`src/rtl/zed64_kbd_pkg.sv`:
```
// Shared types and constants for the hex keypad scanner.
package zed64_kbd_pkg;

  // Debounce FSM states.
  typedef enum logic [1:0] {
    IDLE = 2'd0,
    DB   = 2'd1,
    HELD = 2'd2,
    REL  = 2'd3
  } kbd_state_e;

  // Classification of one complete scan frame.
  typedef enum logic [1:0] {
    NONE   = 2'd0,
    SINGLE = 2'd1,
    MULTI  = 2'd2
  } frame_res_e;

  // Column 0 driven low, all others released.
  localparam logic [3:0] COL_RESET = 4'b1110;

  // Next active column: the single low bit walks upward and wraps.
  function automatic logic [3:0] rotate_col(input logic [3:0] c);
    return {c[2:0], c[3]};
  endfunction

endpackage

```
`src/rtl/hexkey_scan_if.sv`:
```
// Keypad matrix lines plus the key event outputs of the scanner.
interface hexkey_scan_if;
  logic [3:0]  row;
  logic [3:0]  col;
  logic        key_valid;
  logic [3:0]  key_code;
  logic        pressed;
  logic [15:0] value;

  // Keypad / consumer side.
  modport master (
    output row,
    input  col, key_valid, key_code, pressed, value
  );

  // Scanner side.
  modport slave (
    input  row,
    output col, key_valid, key_code, pressed, value
  );
endinterface

```
`src/rtl/hexkey_colscan.sv`:
```
// Column walker: dwell timing, column drive, row synchronizer and the
// per-frame accumulator that classifies each 4-column sweep.
module hexkey_colscan
  import zed64_kbd_pkg::*;
#(
  parameter int SCAN_DIV = 1000
) (
  input  logic       clk,
  input  logic       clr_n,
  input  logic [3:0] row,
  output logic [3:0] col,
  output logic       frame_done,
  output frame_res_e frame_result,
  output logic [3:0] frame_code
);

  localparam int DW = (SCAN_DIV > 1) ? $clog2(SCAN_DIV) : 1;
  localparam logic [DW-1:0] DWELL_LAST = DW'(SCAN_DIV - 1);

  logic [3:0]    row_s1;
  logic [3:0]    row_s2;
  logic [DW-1:0] dwell;
  logic [1:0]    col_idx;
  logic [1:0]    acc_cnt;
  logic [3:0]    acc_code;
  logic          dwell_last;
  logic [1:0]    nxt_cnt;
  logic [3:0]    nxt_code;

  assign dwell_last = (dwell == DWELL_LAST);
  assign frame_done = dwell_last && (col_idx == 2'd3);

  // Two-flop synchronizer for the asynchronous row lines.
  always_ff @(posedge clk or negedge clr_n) begin
    if (!clr_n) begin
      row_s1 <= 4'hF;
      row_s2 <= 4'hF;
    end else begin
      row_s1 <= row;
      row_s2 <= row_s1;
    end
  end

  // Dwell counter and column rotation on the last dwell cycle.
  always_ff @(posedge clk or negedge clr_n) begin
    if (!clr_n) begin
      dwell   <= '0;
      col     <= COL_RESET;
      col_idx <= 2'd0;
    end else if (dwell_last) begin
      dwell   <= '0;
      col     <= rotate_col(col);
      col_idx <= col_idx + 2'd1;
    end else begin
      dwell <= dwell + DW'(1);
    end
  end

  // Fold the current column's row sample into the running frame totals.
  always_comb begin
    nxt_cnt  = acc_cnt;
    nxt_code = acc_code;
    for (int r = 0; r < 4; r++) begin
      if (!row_s2[r]) begin
        if (nxt_cnt != 2'd2) nxt_cnt = nxt_cnt + 2'd1;
        nxt_code = {2'(r), col_idx};
      end
    end
  end

  // Frame classification, valid while frame_done is high.
  always_comb begin
    frame_code = nxt_code;
    case (nxt_cnt)
      2'd0:    frame_result = NONE;
      2'd1:    frame_result = SINGLE;
      default: frame_result = MULTI;
    endcase
  end

  // Accumulator holds totals across columns 0..2 and restarts after column 3.
  always_ff @(posedge clk or negedge clr_n) begin
    if (!clr_n) begin
      acc_cnt  <= 2'd0;
      acc_code <= 4'd0;
    end else if (dwell_last) begin
      if (col_idx == 2'd3) begin
        acc_cnt  <= 2'd0;
        acc_code <= 4'd0;
      end else begin
        acc_cnt  <= nxt_cnt;
        acc_code <= nxt_code;
      end
    end
  end

endmodule

```
`src/rtl/hexkey_scan.sv`:
```
// 4x4 hex keypad scanner: frame-based press/release debounce, key strobe
// and a 16-bit shift register of accepted codes in display-driver format.
//
// state | meaning
// IDLE  | no key accepted, waiting for a single-key frame
// DB    | candidate key seen in cnt consecutive frames
// HELD  | key accepted, waiting for an empty frame
// REL   | empty frames counted in cnt, waiting to confirm release
module hexkey_scan
  import zed64_kbd_pkg::*;
#(
  parameter int SCAN_DIV = 1000,
  parameter int DEBOUNCE = 4
) (
  input  logic          clk,
  input  logic          clr_n,
  hexkey_scan_if.slave  bus
);

  localparam logic [1:0] S_IDLE = IDLE;
  localparam logic [1:0] S_DB   = DB;
  localparam logic [1:0] S_HELD = HELD;
  localparam logic [1:0] S_REL  = REL;

  localparam int CW = $clog2(DEBOUNCE + 1);
  localparam logic [CW-1:0] DEB_TC = CW'(DEBOUNCE);

  logic          frame_done;
  frame_res_e    frame_result;
  logic [3:0]    frame_code;
  logic [3:0]    col;
  logic [1:0]    state;
  logic [CW-1:0] cnt;
  logic [CW-1:0] cnt_inc;
  logic [3:0]    cand;
  logic          key_valid;
  logic [3:0]    key_code;
  logic [15:0]   value;

  hexkey_colscan #(.SCAN_DIV(SCAN_DIV)) u_colscan (
    .clk          (clk),
    .clr_n        (clr_n),
    .row          (bus.row),
    .col          (col),
    .frame_done   (frame_done),
    .frame_result (frame_result),
    .frame_code   (frame_code)
  );

  assign cnt_inc = cnt + CW'(1);

  // Debounce FSM, advanced once per frame; emits on the DEBOUNCE-th match.
  always_ff @(posedge clk or negedge clr_n) begin
    if (!clr_n) begin
      state     <= S_IDLE;
      cnt       <= '0;
      cand      <= 4'd0;
      key_valid <= 1'b0;
      key_code  <= 4'd0;
      value     <= 16'd0;
    end else begin
      key_valid <= 1'b0;
      if (frame_done) begin
        case (state)
          S_IDLE: begin
            if (frame_result == SINGLE) begin
              cand  <= frame_code;
              cnt   <= CW'(1);
              state <= S_DB;
            end
          end
          S_DB: begin
            if (frame_result == SINGLE) begin
              if (frame_code == cand) begin
                if (cnt_inc == DEB_TC) begin
                  key_valid <= 1'b1;
                  key_code  <= cand;
                  value     <= {value[11:0], cand};
                  cnt       <= '0;
                  state     <= S_HELD;
                end else begin
                  cnt <= cnt_inc;
                end
              end else begin
                cand <= frame_code;
                cnt  <= CW'(1);
              end
            end else begin
              cnt   <= '0;
              state <= S_IDLE;
            end
          end
          S_HELD: begin
            if (frame_result == NONE) begin
              cnt   <= CW'(1);
              state <= S_REL;
            end
          end
          S_REL: begin
            if (frame_result == NONE) begin
              if (cnt_inc == DEB_TC) begin
                cnt   <= '0;
                state <= S_IDLE;
              end else begin
                cnt <= cnt_inc;
              end
            end else begin
              cnt   <= '0;
              state <= S_HELD;
            end
          end
          default: begin
            cnt   <= '0;
            state <= S_IDLE;
          end
        endcase
      end
    end
  end

  assign bus.col       = col;
  assign bus.key_valid = key_valid;
  assign bus.key_code  = key_code;
  assign bus.pressed   = (state == S_HELD) || (state == S_REL);
  assign bus.value     = value;

endmodule

```
`src/flat_wrapper.sv`:
```
// flat-port wrapper written by rule: the top's interface ports become plain ports
module hexkey_scan_flat import zed64_kbd_pkg::*;
#(
  parameter int SCAN_DIV = 1000,
  parameter int DEBOUNCE = 4
)
  (clk, clr_n, bus_row, bus_col, bus_key_valid, bus_key_code, bus_pressed, bus_value);
  hexkey_scan_if bus_i ();
  input  logic clk;
  input  logic clr_n;
  input wire logic [$bits(bus_i.row)-1:0] bus_row;
  output wire logic [$bits(bus_i.col)-1:0] bus_col;
  output wire logic [$bits(bus_i.key_valid)-1:0] bus_key_valid;
  output wire logic [$bits(bus_i.key_code)-1:0] bus_key_code;
  output wire logic [$bits(bus_i.pressed)-1:0] bus_pressed;
  output wire logic [$bits(bus_i.value)-1:0] bus_value;
  assign bus_i.row = bus_row;
  assign bus_col = bus_i.col;
  assign bus_key_valid = bus_i.key_valid;
  assign bus_key_code = bus_i.key_code;
  assign bus_pressed = bus_i.pressed;
  assign bus_value = bus_i.value;
  hexkey_scan #(.SCAN_DIV(SCAN_DIV), .DEBOUNCE(DEBOUNCE)) u_core (.clk(clk), .clr_n(clr_n), .bus(bus_i));
endmodule
```
`config.mk`:
```
export PLATFORM = sky130hd
export DESIGN_NAME = hexkey_scan_flat
export DESIGN_NICKNAME = d
export VERILOG_FILES = /design/src/rtl/zed64_kbd_pkg.sv /design/src/rtl/hexkey_scan_if.sv /design/src/rtl/hexkey_colscan.sv /design/src/rtl/hexkey_scan.sv /design/src/flat_wrapper.sv
export SDC_FILE = /design/constraint.sdc
export NUM_CORES = 1
export LEC_CHECK = 0
export BUFFER_PORTS_ARGS = -buffer_cell sky130_fd_sc_hd__buf_2
export CAP_MARGIN = 20
export CORE_ASPECT_RATIO = 1.2
export CORE_MARGIN = 1
export CORE_UTILIZATION = 40
export CTS_BUF_LIST = sky130_fd_sc_hd__clkbuf_4
export DETAILED_ROUTE_END_ITERATION = 10
export GPL_ROUTABILITY_DRIVEN = 0
export REMOVE_ABC_BUFFERS = 1
export SYNTH_ARGS = -nofsm -noshare
export SYNTH_HDL_FRONTEND = slang
export SYNTH_SLANG_ARGS = --single-unit
```
`constraint.sdc`:
```
create_clock -name clk -period 9.2 [get_ports clk]
set_input_delay 1.38 -clock clk [delete_from_list [all_inputs] [get_ports clk]]
set_output_delay 1.38 -clock clk [all_outputs]
set_load 0.02 [all_outputs]
```
# Yosys cells after proc, flatten, opt, wreduce, memory -nomap -nowiden

Cells that the tools add are included.
Widths: inputs -> output; s select.

Add/sub/neg operators: 7
Equality and inequality tests: 20
Multiplexer cells: 40
Reduce and logical (&&, ||, !) cells: 10

Operator list:

| kind                  | count |
|---|---|
| $mux 2                | 16 |
| $mux 4                | 8 |
| $mux 3                | 6 |
| $pmux 3 s4            | 1 |
| $add 10x1->10 const B | 1 |
| $add 2x1->2 const B   | 5 |
| $eq 10x10->1 const B  | 1 |
| $mux 10               | 1 |
| $ne 2x2->1 const B    | 5 |
| $reduce_and 5->1      | 2 |
| $pmux 2 s4            | 1 |
| $pmux 4 s2            | 1 |
| $eq 2x1->1 const B    | 3 |
| $eq 2x2->1 const B    | 3 |
| $logic_not 2->1       | 3 |
| $ne 2x1->1 const B    | 3 |
| $ne 3x3->1 const B    | 2 |
| $reduce_and 6->1      | 1 |
| $mux 1                | 5 |
| $eq 4x4->1            | 1 |
| $pmux 2 s2            | 1 |
| $add 3x1->3 const B   | 1 |
| $eq 3x3->1 const B    | 1 |
| $ne 3x2->1 const B    | 1 |
| 4 further kinds       | 4 |

Register bits after elaboration: 60

# Depth between registers and ports, before layout

Gate-level depths: netlist of the first run.

Depth in word-level cells: 18
Gate-level depth with buffers: 14
Depth with buffers taken out: 13

# By module

Synthesis of the first run repeated with hierarchy kept, for this count alone.

Cell total of the unflattened synthesis: 232
Area total of the unflattened synthesis: 2819.0 um^2

Modules (own cells, without submodules):

| module         | instances | cells an instance | area each (um^2) | sequential area each (um^2) |
|---|---|---|---|---|
| hexkey_colscan | 1         | 134               | 1507.7           | 764.5 |
| hexkey_scan    | 1         | 98                | 1311.3           | 650.6 |

# Worst setup path after synthesis of the first run

Ideal clock, no wire load.

Path kind: flip-flop to flip-flop
From: register u_core.u_colscan.acc_cnt[0]
To: register u_core.key_code[0] (netlist: u_core.bus.key_code[0])
Setup time: 0.125 ns
Data arrival time: 3.573 ns
Required time: 9.075 ns
Setup slack: 5.502 ns
Cell stages (with the launch flop): 14
Buffers on the path: 1
Period minus slack after synthesis: 3.698 ns
Cells stage by stage: dfrtp_1 -> inv_1 -> ha_1 -> or4_1 -> a41oi_2 -> nand3_1 -> and2_1 -> ha_1 -> nor2_1 -> a31oi_4 -> nor4_4 -> nand4_4 -> buf_6 -> mux2_4

Longest elaborated chain between the ends: 16
Elaborated cells between the ends (all ways): 21
Those cells by class: 4 x add/sub; 6 x eq/ne; 9 x mux; 2 x reduce/logical

RTL lines:

| item                                                 | RTL line             | RTL |
|---|---|---|
| start, declared                                      | hexkey_colscan.sv:24 | `logic [1:0] acc_cnt;` |
| start signal, assigned                               | hexkey_colscan.sv:91 | `acc_cnt <= nxt_cnt;` |
| $add 2x1->2 / $ne 2x2->1 (equally long branches)     | hexkey_colscan.sv:65 | `if (nxt_cnt != 2'd2) nxt_cnt = nxt_cnt + 2'd1;` |
| $mux 2                                               | hexkey_colscan.sv:65 |  |
| $mux 2 *                                             | hexkey_colscan.sv:64 | `if (!row_s2[r]) begin` |
| $add 2x1->2 / $ne 2x2->1 (equally long branches)     | hexkey_colscan.sv:65 |  |
| $mux 2                                               | hexkey_colscan.sv:65 |  |
| $mux 2 *                                             | hexkey_colscan.sv:64 |  |
| $add 2x1->2 / $ne 2x2->1 (equally long branches)     | hexkey_colscan.sv:65 |  |
| $mux 2                                               | hexkey_colscan.sv:65 |  |
| $mux 2 *                                             | hexkey_colscan.sv:64 |  |
| $add 2x1->2 / $ne 2x2->1 (equally long branches)     | hexkey_colscan.sv:65 |  |
| $mux 2                                               | hexkey_colscan.sv:65 |  |
| $mux 2 *                                             | hexkey_colscan.sv:64 |  |
| $eq 2x1->1 / $logic_not 2->1 (equally long branches) | hexkey_colscan.sv:74 | `case (nxt_cnt)` |
| $pmux 2 s2 *                                         | hexkey_colscan.sv:74 |  |
| $eq 2x1->1 *                                         | hexkey_scan.sv:73    | `if (frame_result == SINGLE) begin` |
| $reduce_and 5->1 (no source line) *                  | --                   |  |
| end signal, assigned                                 | hexkey_scan.sv:77    | `key_code <= cand;` |
| end, declared                                        | hexkey_scan.sv:37    | `logic [3:0] key_code;` |

Every way passes the cells marked *; elsewhere a longest branch is shown, timed or not.
A chain may end at the register's enable or synchronous reset.

# Worst setup path in the final report of the first run

From: register u_core.u_colscan.acc_cnt[0]
To: register u_core.value[14] (netlist: u_core.bus.value[14])

Longest elaborated chain between the ends: 16
Elaborated cells between the ends (all ways): 21
Those cells by class: 4 x add/sub; 6 x eq/ne; 9 x mux; 2 x reduce/logical

RTL lines:

| item                                                 | RTL line             | RTL |
|---|---|---|
| $add 2x1->2 / $ne 2x2->1 (equally long branches)     | hexkey_colscan.sv:65 |  |
| $mux 2                                               | hexkey_colscan.sv:65 |  |
| $mux 2 *                                             | hexkey_colscan.sv:64 |  |
| $add 2x1->2 / $ne 2x2->1 (equally long branches)     | hexkey_colscan.sv:65 |  |
| $mux 2                                               | hexkey_colscan.sv:65 |  |
| $mux 2 *                                             | hexkey_colscan.sv:64 |  |
| $add 2x1->2 / $ne 2x2->1 (equally long branches)     | hexkey_colscan.sv:65 |  |
| $mux 2                                               | hexkey_colscan.sv:65 |  |
| $mux 2 *                                             | hexkey_colscan.sv:64 |  |
| $add 2x1->2 / $ne 2x2->1 (equally long branches)     | hexkey_colscan.sv:65 |  |
| $mux 2                                               | hexkey_colscan.sv:65 |  |
| $mux 2 *                                             | hexkey_colscan.sv:64 |  |
| $eq 2x1->1 / $logic_not 2->1 (equally long branches) | hexkey_colscan.sv:74 |  |
| $pmux 2 s2 *                                         | hexkey_colscan.sv:74 |  |
| $eq 2x1->1 *                                         | hexkey_scan.sv:73    |  |
| $reduce_and 5->1 (no source line) *                  | --                   |  |
| end signal, assigned                                 | hexkey_scan.sv:78    | `value <= {value[11:0], cand};` |
| end, declared                                        | hexkey_scan.sv:38    | `logic [15:0] value;` |

Marked as above.

==> flow_summary.yaml, run 1 <==
outcome:
  status: "finished, final reports clean"
placement:
  port-buffer-count: 31
  dpl.hpwl_um: 3530
  place_ws_ns: 5.12
final_layout:
  area_growth_pct: 8.97
  nNetsFinal: 297
  n_antenna_cell: 0
  drive_gt1_frac: 0.295
clock_tree:
  clk_pin_slew_ns: 0.15
  cts.sinks: 56
  cts_tree: "built"
  htree_levels: 2
  ctsResizeCount: 0
  cts-root-buf: "clkbuf_4"
  post_cts_buffers: 0
  cts_inserted_buffers: 5
  clock_latency_ns: 0.37
  ctsHoldBuffers: 0
  cts_buffer_depth: 2
routing:
  final_antenna_net_count: 0
  wl_um: 5080
  viasPerCell: 5.27
  vias: 1959
  drtPass1Iterations: 4
  post-route-drc-count: 0
  drt-initial-drc-count: 128
  wire_per_inst_um: 13.7
critical_path:
  cp-end-kind: "flop"
  cp_data_arrival_time_ns: 4.38
  cp.required_ns: 9.48
  cp_max_fo: 16
  timing_worst_setup_path_type: "flop to flop"
  ff2ff_setup_slack_ns: 5.10
  worstSetupStartpointType: "flop"
synthesis:
  synth_fa_ha_area_frac: 0.0303
  synth-main-ff-cell: "dfrtp_1"
  yosys.area.top_type: "dfrtp_1"
  synth-seq-cells: 56
  seq_area_frac_synth: 0.490
  syn_area_sq_um: 2890
  synth_edf_count: 0
  ys_top_cells_by_area: "dfrtp_1, dfstp_2, mux2_4, nand2_1, mux2_2"
  synth-xor-area-share: 0.0425
  synth_compound_area_frac: 0.104
  synthArstFlopShare: 1.00
  yosysWarnings: 0
  yosysTopAreaCellShare: 0.390
  syn_avg_cell_area_sq_um: 11.2
  syn_inst: 258
  synth.distinct_cells: 57
  synth_top_family_by_area: "simple AND/OR/NAND/NOR gates"
  synth_mux_area_frac: 0.109
  yosys.area_share.simple: 0.186
sta:
  fmax_mhz: 244
  tightestPinTransition_ns: 0.700
  slew_headroom: 0.533
  fin_crit_ns: 4.10
  layout_setup_ws_ns: 5.10
  clock_skew_ns: 0.00735
  fin_setup_tns_ns: 0
  hold_violations: 0
  rsz0062_at_grt: "no"
  timing.final.crit_share: 0.446
  setup_violations: 0
  drv_slew: 0
grt:
  grt_pass1_vias: 1905
  grt_max_degree: 57
  grt_use_total: 0.153
  grt_pass1_wl_um: 8960
  antenna_found_initial: 0
  grt_overflow: 0
power:
  combPwrFrac: 0.065
  intPower_uw: 290
  p_clk_frac: 0.280
  power_density_nw_per_um2: 123
  p_leak_nw: 1.55
  peakVddDrop_uv: 59.7
  p_seq_frac: 0.655
  p_sw_uw: 95.7
  power_switching_share: 0.248
die:
  dieHeight_um: 95.1
  die_width_um: 79.5
  rows: 33
  core_sq_um: 6900
  boundaryPins: 32
  initial_utilization: 0.419
  die-area_sq_um: 7560
min_path:
  hp-class: "flop to flop"
job:
  cap_violations: 0
per-stage QoR:
step,utilization,total power [mW],hold slack (ns),cells,area (sq um)
5_1_grt,0.456,0.406,0.371,372,3150
3_3_place_gp,0.447,0.282,0.347,364,3090
3_5_place_dp,0.447,0.282,0.347,364,3090
4_1_cts,0.456,0.393,0.368,372,3150
6_report,0.456,0.386,0.366,372,3150
2_1_floorplan,-,0.272,0.345,244,2810
routing by layer:
layer  GRT usage  part of all wire
met1       0.199              0.47
met2       0.256              0.50
met5           0                 0
met3      0.0230             0.023
met4      0.0545             0.015
final cells by class:
cell class              instances  area (sq um)
fillers                       664          3750
flip-flops and latches         56          1420
multi-input cells             181          1370
repair buffers                 33           170
well taps                      87           109
clock buffers                   5          37.5
inverters                       7          26.3
clock inverters                 3          22.5
cells in the mapped netlist (all sizes together), types with 3 or more instances:
cell and count:
clkbuf 6, inv 7, nor2b 4, nand2 32, dfrtp 45, a31oi 6
ha 7, a21oi 6, dfstp 11, nand2b 3, nand3 11, a22o 3
o21ai 8, nor3 5, xor2 10, and2 3, xnor2 4, nand4 3
nor2 14, o31ai 3, nor4 3, buf 8, mux2i 3, mux2 20
power groups by stage:
stage | Sequential, mW | Clock [mW] | Combinational, mW
floorplan | 0.256 | 0 | 0.0164
global placement | 0.257 | 0 | 0.0253
detailed placement | 0.257 | 0 | 0.0255
CTS | 0.253 | 0.115 | 0.0256
global route | 0.253 | 0.124 | 0.0285
finish | 0.253 | 0.108 | 0.0252
state kept, by name, summed over array words and instances, names as in the netlist:
| signal | count |
|---|---|
| u_core.cand | 4 |
| u_core.bus.key_code | 3 |
| u_core.u_colscan.acc_cnt | 2 |
| u_core.cnt | 3 |
| u_core.u_colscan.col | 4 |
| u_core.bus.key_valid | 1 |
| u_core.u_colscan.dwell | 10 |
| u_core.bus.value | 13 |
| u_core.u_colscan.col_idx | 2 |
| u_core.state | 2 |
| u_core.u_colscan.acc_code | 4 |
| u_core.u_colscan.row_s2 | 4 |
| u_core.u_colscan.row_s1 | 4 |
path summary, 6_finish.rpt:
path,to,from,depth (start not counted)
setup / recovery,u_core.bus.value[14],u_core.u_colscan.acc_cnt[0],12
hold / removal,u_core.u_colscan.row_s2[1],u_core.u_colscan.row_s1[1],0
setup reg to reg,u_core.bus.value[14],u_core.u_colscan.acc_cnt[0],12
hold reg to reg,u_core.u_colscan.row_s2[1],u_core.u_colscan.row_s1[1],0
max in group asynchronous,u_core.u_colscan.col[0],clr_n,2
min in group asynchronous,u_core.bus.value[13],clr_n,2
cell families after synthesis:
kind of cell / Yosys count
compound gates: 40
buf+inv: 21
fa+ha+maj: 7
simple gates: 96
mux: 24
xor+xnor: 14
flops: 56
placed cells by master (no fill, tap or decap), types with 3 or more instances in the layout:
cell	instances
xor2_1	10
dfstp_2	11
mux2_4	10
nand3_1	11
ha_1	7
nor2_1	14
clkbuf_4	5
o21ai_0	8
buf_2	31
nor2b_1	4
nand2b_1	3
a22o_1	3
mux2_2	10
xnor2_1	4
dfrtp_1	45
nand2_1	32
a31oi_1	5
mux2i_1	3
inv_1	7
o31ai_1	3
nor3_1	3
a21oi_1	6
worst max-delay path, cell delays in order, from the launching register on:
cell and delay [ns]:
dfrtp_1 0.47, inv_1 0.11, ha_1 0.37, or4_1 0.56, a41oi_2 0.23, nand3_1 0.19
and2_1 0.21, ha_1 0.26, nor2_1 0.22, a31oi_4 0.10, nor4_4 0.49, nand4_4 0.39
mux2_4 0.41
Power figures use the tool's default switching activity.
==> run 2: changes to the inputs <==
clock period = 3.5 ns   (was 9.2 ns; I/O delays follow)
==> run 2 against run 1 <==
Compared with the run above: register-to-register slack worse by 4.9 ns; largest power group unchanged; via count is 2.4% higher; non-clock buffer count is 11 higher; global-route usage is 0.34 points higher.
==> flow_summary.yaml, run 2 (synthesized netlist as in run 1, its figures left out) <==
outcome:
  status: "finished, final reports clean"
routing:
  wire_per_inst_um: 13.9
  drt-initial-drc-count: 64
  viasPerCell: 5.24
  post-route-drc-count: 0
  vias: 2006
  final_antenna_net_count: 0
  drtPass1Iterations: 4
  wl_um: 5310
sta:
  hold_slack_ns: 0.142
  timing.final.crit_share: 0.955
  tightestPinTransition_ns: 0.652
  layout_setup_ws_ns: 0.159
  clock_skew_ns: 0.0215
  setup_violations: 0
  fin_crit_ns: 3.34
  fmax_mhz: 299
  slew_headroom: 0.565
  drv_slew: 0
  fin_setup_tns_ns: 0
  hold_violations: 0
critical_path:
  path_buf_inv: 2
  cp_max_fo: 7
  r2r-end: "u_core.cnt[2]"
  ff2ff_setup_slack_ns: 0.16
  worstSetupStartpointType: "flop"
  slowest_stage: "or4_1"
  max_stage_delay_ns: 0.54
  path_cells: "inv_1 > ha_1 > or4_1 > a41oi_2 > nand3_1 > and2_1 > ha_1 > o32a_1 > nand2_2 > buf_4 > mux2_2 > o31ai_1 > a22o_1"
  crit_path_frequent_cell: "ha_1"
  cp-end-kind: "flop"
  cp.depth: 13
  cp_data_arrival_time_ns: 3.66
  crit_start: "u_core.u_colscan.acc_cnt[0]"
  crit_family: "simple AND/OR/NAND/NOR gates"
  cp.required_ns: 3.82
  r2r_cells: 13
  crit-reg2reg-launch: "u_core.u_colscan.acc_cnt[0]"
  cp-endpoint: "u_core.cnt[2]"
  timing_worst_setup_path_type: "flop to flop"
grt:
  grt_pass1_vias: 1970
  grt_pass1_wl_um: 9210
  grt_overflow: 0
  antenna_found_initial: 0
  grt_max_degree: 32
  grt_use_total: 0.156
final_layout:
  instances_no_fill: 383
  multiInputGateArea_sq_um: 1380
  fillers: 644
  n_antenna_cell: 0
  layout.cells.most_common: "dfrtp_1"
  nNetsFinal: 308
  top_regs: "u_core.bus.value: 13 flops, u_core.u_colscan.dwell: 10 flops"
  largest_register_ffs: 13
  layout_common_cells: "dfrtp_1, nand2_1, buf_2"
  seqCellArea_sq_um: 1420
  area_growth_pct: 13.5
  fin_area_sq_um: 3280
  largest_register: "u_core.bus.value"
  drive_gt1_frac: 0.331
  utilization: 0.475
power:
  peakVddDrop_uv: 162
  power_density_nw_per_um2: 337
  totalPowerFinal_mw: 1.10
  p_leak_nw: 1.62
placement:
  dpl.hpwl_um: 3800
  place_ws_ns: -0.0774
  port-buffer-count: 31
  dpl.cell_count: 372
  placed_area_sq_um: 3150
job:
  cap_violations: 0
min_path:
  hp-class: "primary input to asynchronous set/reset pin"
clock_tree:
  cts.sinks: 56
  cts_tree: "built"
  cts-root-buf: "clkbuf_4"
  cts_inserted_buffers: 5
  clk_pin_slew_ns: 0.16
  htree_levels: 2
  cts_buffer_depth: 2
  ctsHoldBuffers: 0
  clock_latency_ns: 0.38
die:
  dieHeight_um: 95.1
  die-area_sq_um: 7560
  initial_utilization: 0.419
  core_sq_um: 6900
  rows: 33
  die_width_um: 79.5
  boundaryPins: 32
## run 2: area by class of cell
type                    count  area share
repair buffers             44      0.0810
multi-input cells         181       0.420
clock inverters             2      0.0118
inverters                   7     0.00802
well taps                  87      0.0332
clock buffers               6      0.0138
flip-flops and latches     56       0.432
## run 2: worst min path at each step
stage,from,endpoint,slack [ns],cells after the start
finish,clr_n,u_core.bus.value[5],0.14,1
global route,clr_n,u_core.u_colscan.acc_code[3],0.18,1
CTS,clr_n,u_core.bus.value[5],0.14,1
detailed placement,u_core.u_colscan.row_s1[3],u_core.u_colscan.row_s2[3],0.35,0
global placement,u_core.u_colscan.row_s1[0],u_core.u_colscan.row_s2[0],0.35,0
floorplan,clr_n,u_core.bus.key_code[0],0.23,0
## run 2: timing repair
item | in CTS | in global routing
setup endpoints to repair | 16 | 18
buffers inserted | 1 | 2
hold endpoints to repair | 0 | 0
gates resized for setup | 0 | 3
pin swaps | 0 | 1
## run 2: worst register-to-register path: stages (launching register included)
cell and delay [ns]:
dfrtp_1 0.38, inv_1 0.07, ha_1 0.30, or4_1 0.54, a41oi_2 0.18, nand3_1 0.12
and2_1 0.18, ha_1 0.19, o32a_1 0.24, nand2_2 0.12, buf_4 0.16, mux2_2 0.38
o31ai_1 0.24, a22o_1 0.17
## run 2: report_power, final
| part | switching, mW | internal (mW) |
|---|---|---|
| logic | 0.0455 | 0.0327 |
| clock network | 0.198 | 0.162 |
| registers | 0.00793 | 0.656 |
## run 2: metal layers
metal / global-route usage / up-vias / part of all wire
li1: - / 983 / -
met1: 0.203 / 996 / 0.46
met2: 0.261 / 21 / 0.50
met3: 0.0268 / 6 / 0.020
met4: 0.0530 / 0 / 0.014
met5: 0 / - / 0
==> run 3: changes to the inputs <==
CORE_ASPECT_RATIO = 0.6   (was 1.2)
==> run 3 against run 2 <==
Compared with the run above: the flow now finishes with violations (design-rule violations); first-iteration DRC count grew 38%; clock power shrank 23%; clock skew shrank 0.013 ns; hold slack lost 0.088 ns; worst setup slack gained 0.039 ns; total power shrank 7.2%; maximum frequency grew 1.2%; via count is essentially flat; combinational power grew 1%; critical path type unchanged; critical endpoint unchanged.
==> flow_summary.yaml, run 3 (synthesized netlist as in run 1, its figures left out) <==
critical_path:
  ff2ff_setup_slack_ns: 0.20
  crit_family: "simple AND/OR/NAND/NOR gates"
  path_buf_inv: 2
  worstSetupStartpointType: "flop"
  slowest_stage: "or4_1"
  cp_data_arrival_time_ns: 3.60
  max_stage_delay_ns: 0.54
  cp_max_fo: 4
  cp.required_ns: 3.80
  crit_path_frequent_cell: "ha_1"
  cp-end-kind: "flop"
  timing_worst_setup_path_type: "flop to flop"
  path_cells: "inv_1 > ha_1 > or4_1 > a41oi_2 > nand3_1 > and2_1 > ha_1 > o32a_1 > buf_4 > and4_1 > nor4_2 > o31ai_1 > a22o_1"
sta:
  timing.final.crit_share: 0.944
  setup_violations: 0
  fmax_mhz: 303
  fin_crit_ns: 3.30
  slew_headroom: 0.596
  tightestPinTransition_ns: 0.598
  drv_slew: 0
  hold_slack_ns: 0.0538
  hold_violations: 0
  clock_skew_ns: 0.00806
placement:
  port-buffer-count: 31
  dpl.hpwl_um: 3830
  placed_area_sq_um: 3170
  dpl.cell_count: 373
die:
  core_sq_um: 6820
  die-area_sq_um: 7570
  rows: 23
  dieHeight_um: 67.8
  initial_utilization: 0.423
  die_width_um: 112
  boundaryPins: 32
power:
  p_clk_frac: 0.273
  combPwrFrac: 0.077
  intPower_uw: 764
  p_leak_nw: 1.61
  p_sw_uw: 259
  totalPowerFinal_mw: 1.02
  p_seq_frac: 0.650
  peakVddDrop_uv: 245
  power_density_nw_per_um2: 315
  power_switching_share: 0.253
final_layout:
  largest_register: "u_core.bus.value"
  top_regs: "u_core.bus.value: 13 flops, u_core.u_colscan.dwell: 10 flops"
  instances_no_fill: 384
  drive_gt1_frac: 0.330
  largest_register_ffs: 13
  layout.cells.most_common: "dfrtp_1"
  n_antenna_cell: 0
  fillers: 631
  layout_common_cells: "dfrtp_1, nand2_1, buf_2"
  nNetsFinal: 309
  fin_area_sq_um: 3250
  area_growth_pct: 12.6
job:
  cap_violations: 0
routing:
  viasPerCell: 5.22
  wl_um: 5410
  final_antenna_net_count: 0
  vias: 2005
  wire_per_inst_um: 14.1
  drtPass1Iterations: 7
  post-route-drc-count: 5
  drt-initial-drc-count: 88
grt:
  grt_use_total: 0.162
  grt_pass1_vias: 1853
  grt_max_degree: 38
  grt_pass1_wl_um: 9410
  antenna_found_initial: 0
  grt_overflow: 0
min_path:
  hp-class: "primary input to asynchronous set/reset pin"
clock_tree:
  clk_pin_slew_ns: 0.16
  clock_latency_ns: 0.38
  cts.sinks: 56
  cts-root-buf: "clkbuf_4"
  htree_levels: 2
  cts_tree: "built"
  cts_inserted_buffers: 5
  cts_buffer_depth: 2
outcome:
  violations: "design-rule violations"
  status: "finished with violations"
-- run 3: path summary, 6_finish.rpt --
check / start / end / cells after the start
max: u_core.u_colscan.acc_cnt[0] / u_core.cnt[2] / 13
min in group clk: bus_row[1] / u_core.u_colscan.row_s1[1] / 1
min reg2reg: u_core.u_colscan.row_s1[0] / u_core.u_colscan.row_s2[0] / 0
max reg2reg: u_core.u_colscan.acc_cnt[0] / u_core.cnt[2] / 13
min: clr_n / u_core.bus.value[11] / 1
max in group asynchronous: clr_n / u_core.u_colscan.row_s1[1] / 2
-- run 3: power groups by stage --
stage	clock [mW]	combinational (mW)	sequential (mW)
detailed placement	0	0.0737	0.675
global placement	0	0.0722	0.675
finish	0.279	0.0792	0.664
CTS	0.293	0.0737	0.664
global route	0.319	0.0877	0.666
floorplan	0	0.0430	0.673
-- run 3: layer usage --
metal | GRT usage | vias to the layer above | share of wire
li1 | - | 996 | -
met1 | 0.233 | 964 | 0.57
met2 | 0.241 | 43 | 0.39
met3 | 0.0413 | 2 | 0.043
met4 | 0.0456 | 0 | 0.0041
met5 | 0 | - | 0
-- run 3: timing repair --
item,CTS,global route
endpoints found under the setup margin,0,20
buffers inserted,0,3
gates resized for setup,0,3
hold endpoints to repair,0,0
hold buffers,0,0
-- run 3: final cells by class --
type	instances	area, sq um	share of cell area
repair buffers	45	273	0.0839
flip-flops and latches	56	1420	0.436
inverters	7	26.3	0.00809
multi-input cells	181	1380	0.423
clock buffers	5	37.5	0.0116
well taps	87	109	0.0335
clock inverters	3	13.8	0.00424
-- run 3: per-stage QoR --
step / setup slack, ns / util / setup TNS, ns
6_report: 0.198 / 0.476 / 0
5_1_grt: -0.00162 / 0.476 / -0.00162
4_1_cts: 0.0470 / 0.472 / 0
3_5_place_dp: 0.0838 / 0.464 / 0
3_3_place_gp: 0.203 / 0.464 / 0
2_1_floorplan: -0.229 / - / -3.54
-- run 3: worst register-to-register path: cells and delay by family, from the launching register on --
family                     cells  cell delay, ns
and+or+nand+nor                5            1.33
AOI/OAI and AO/OA              4            0.79
buffers and inverters          2            0.23
adders and majority gates      2            0.48
DFF                            1            0.38
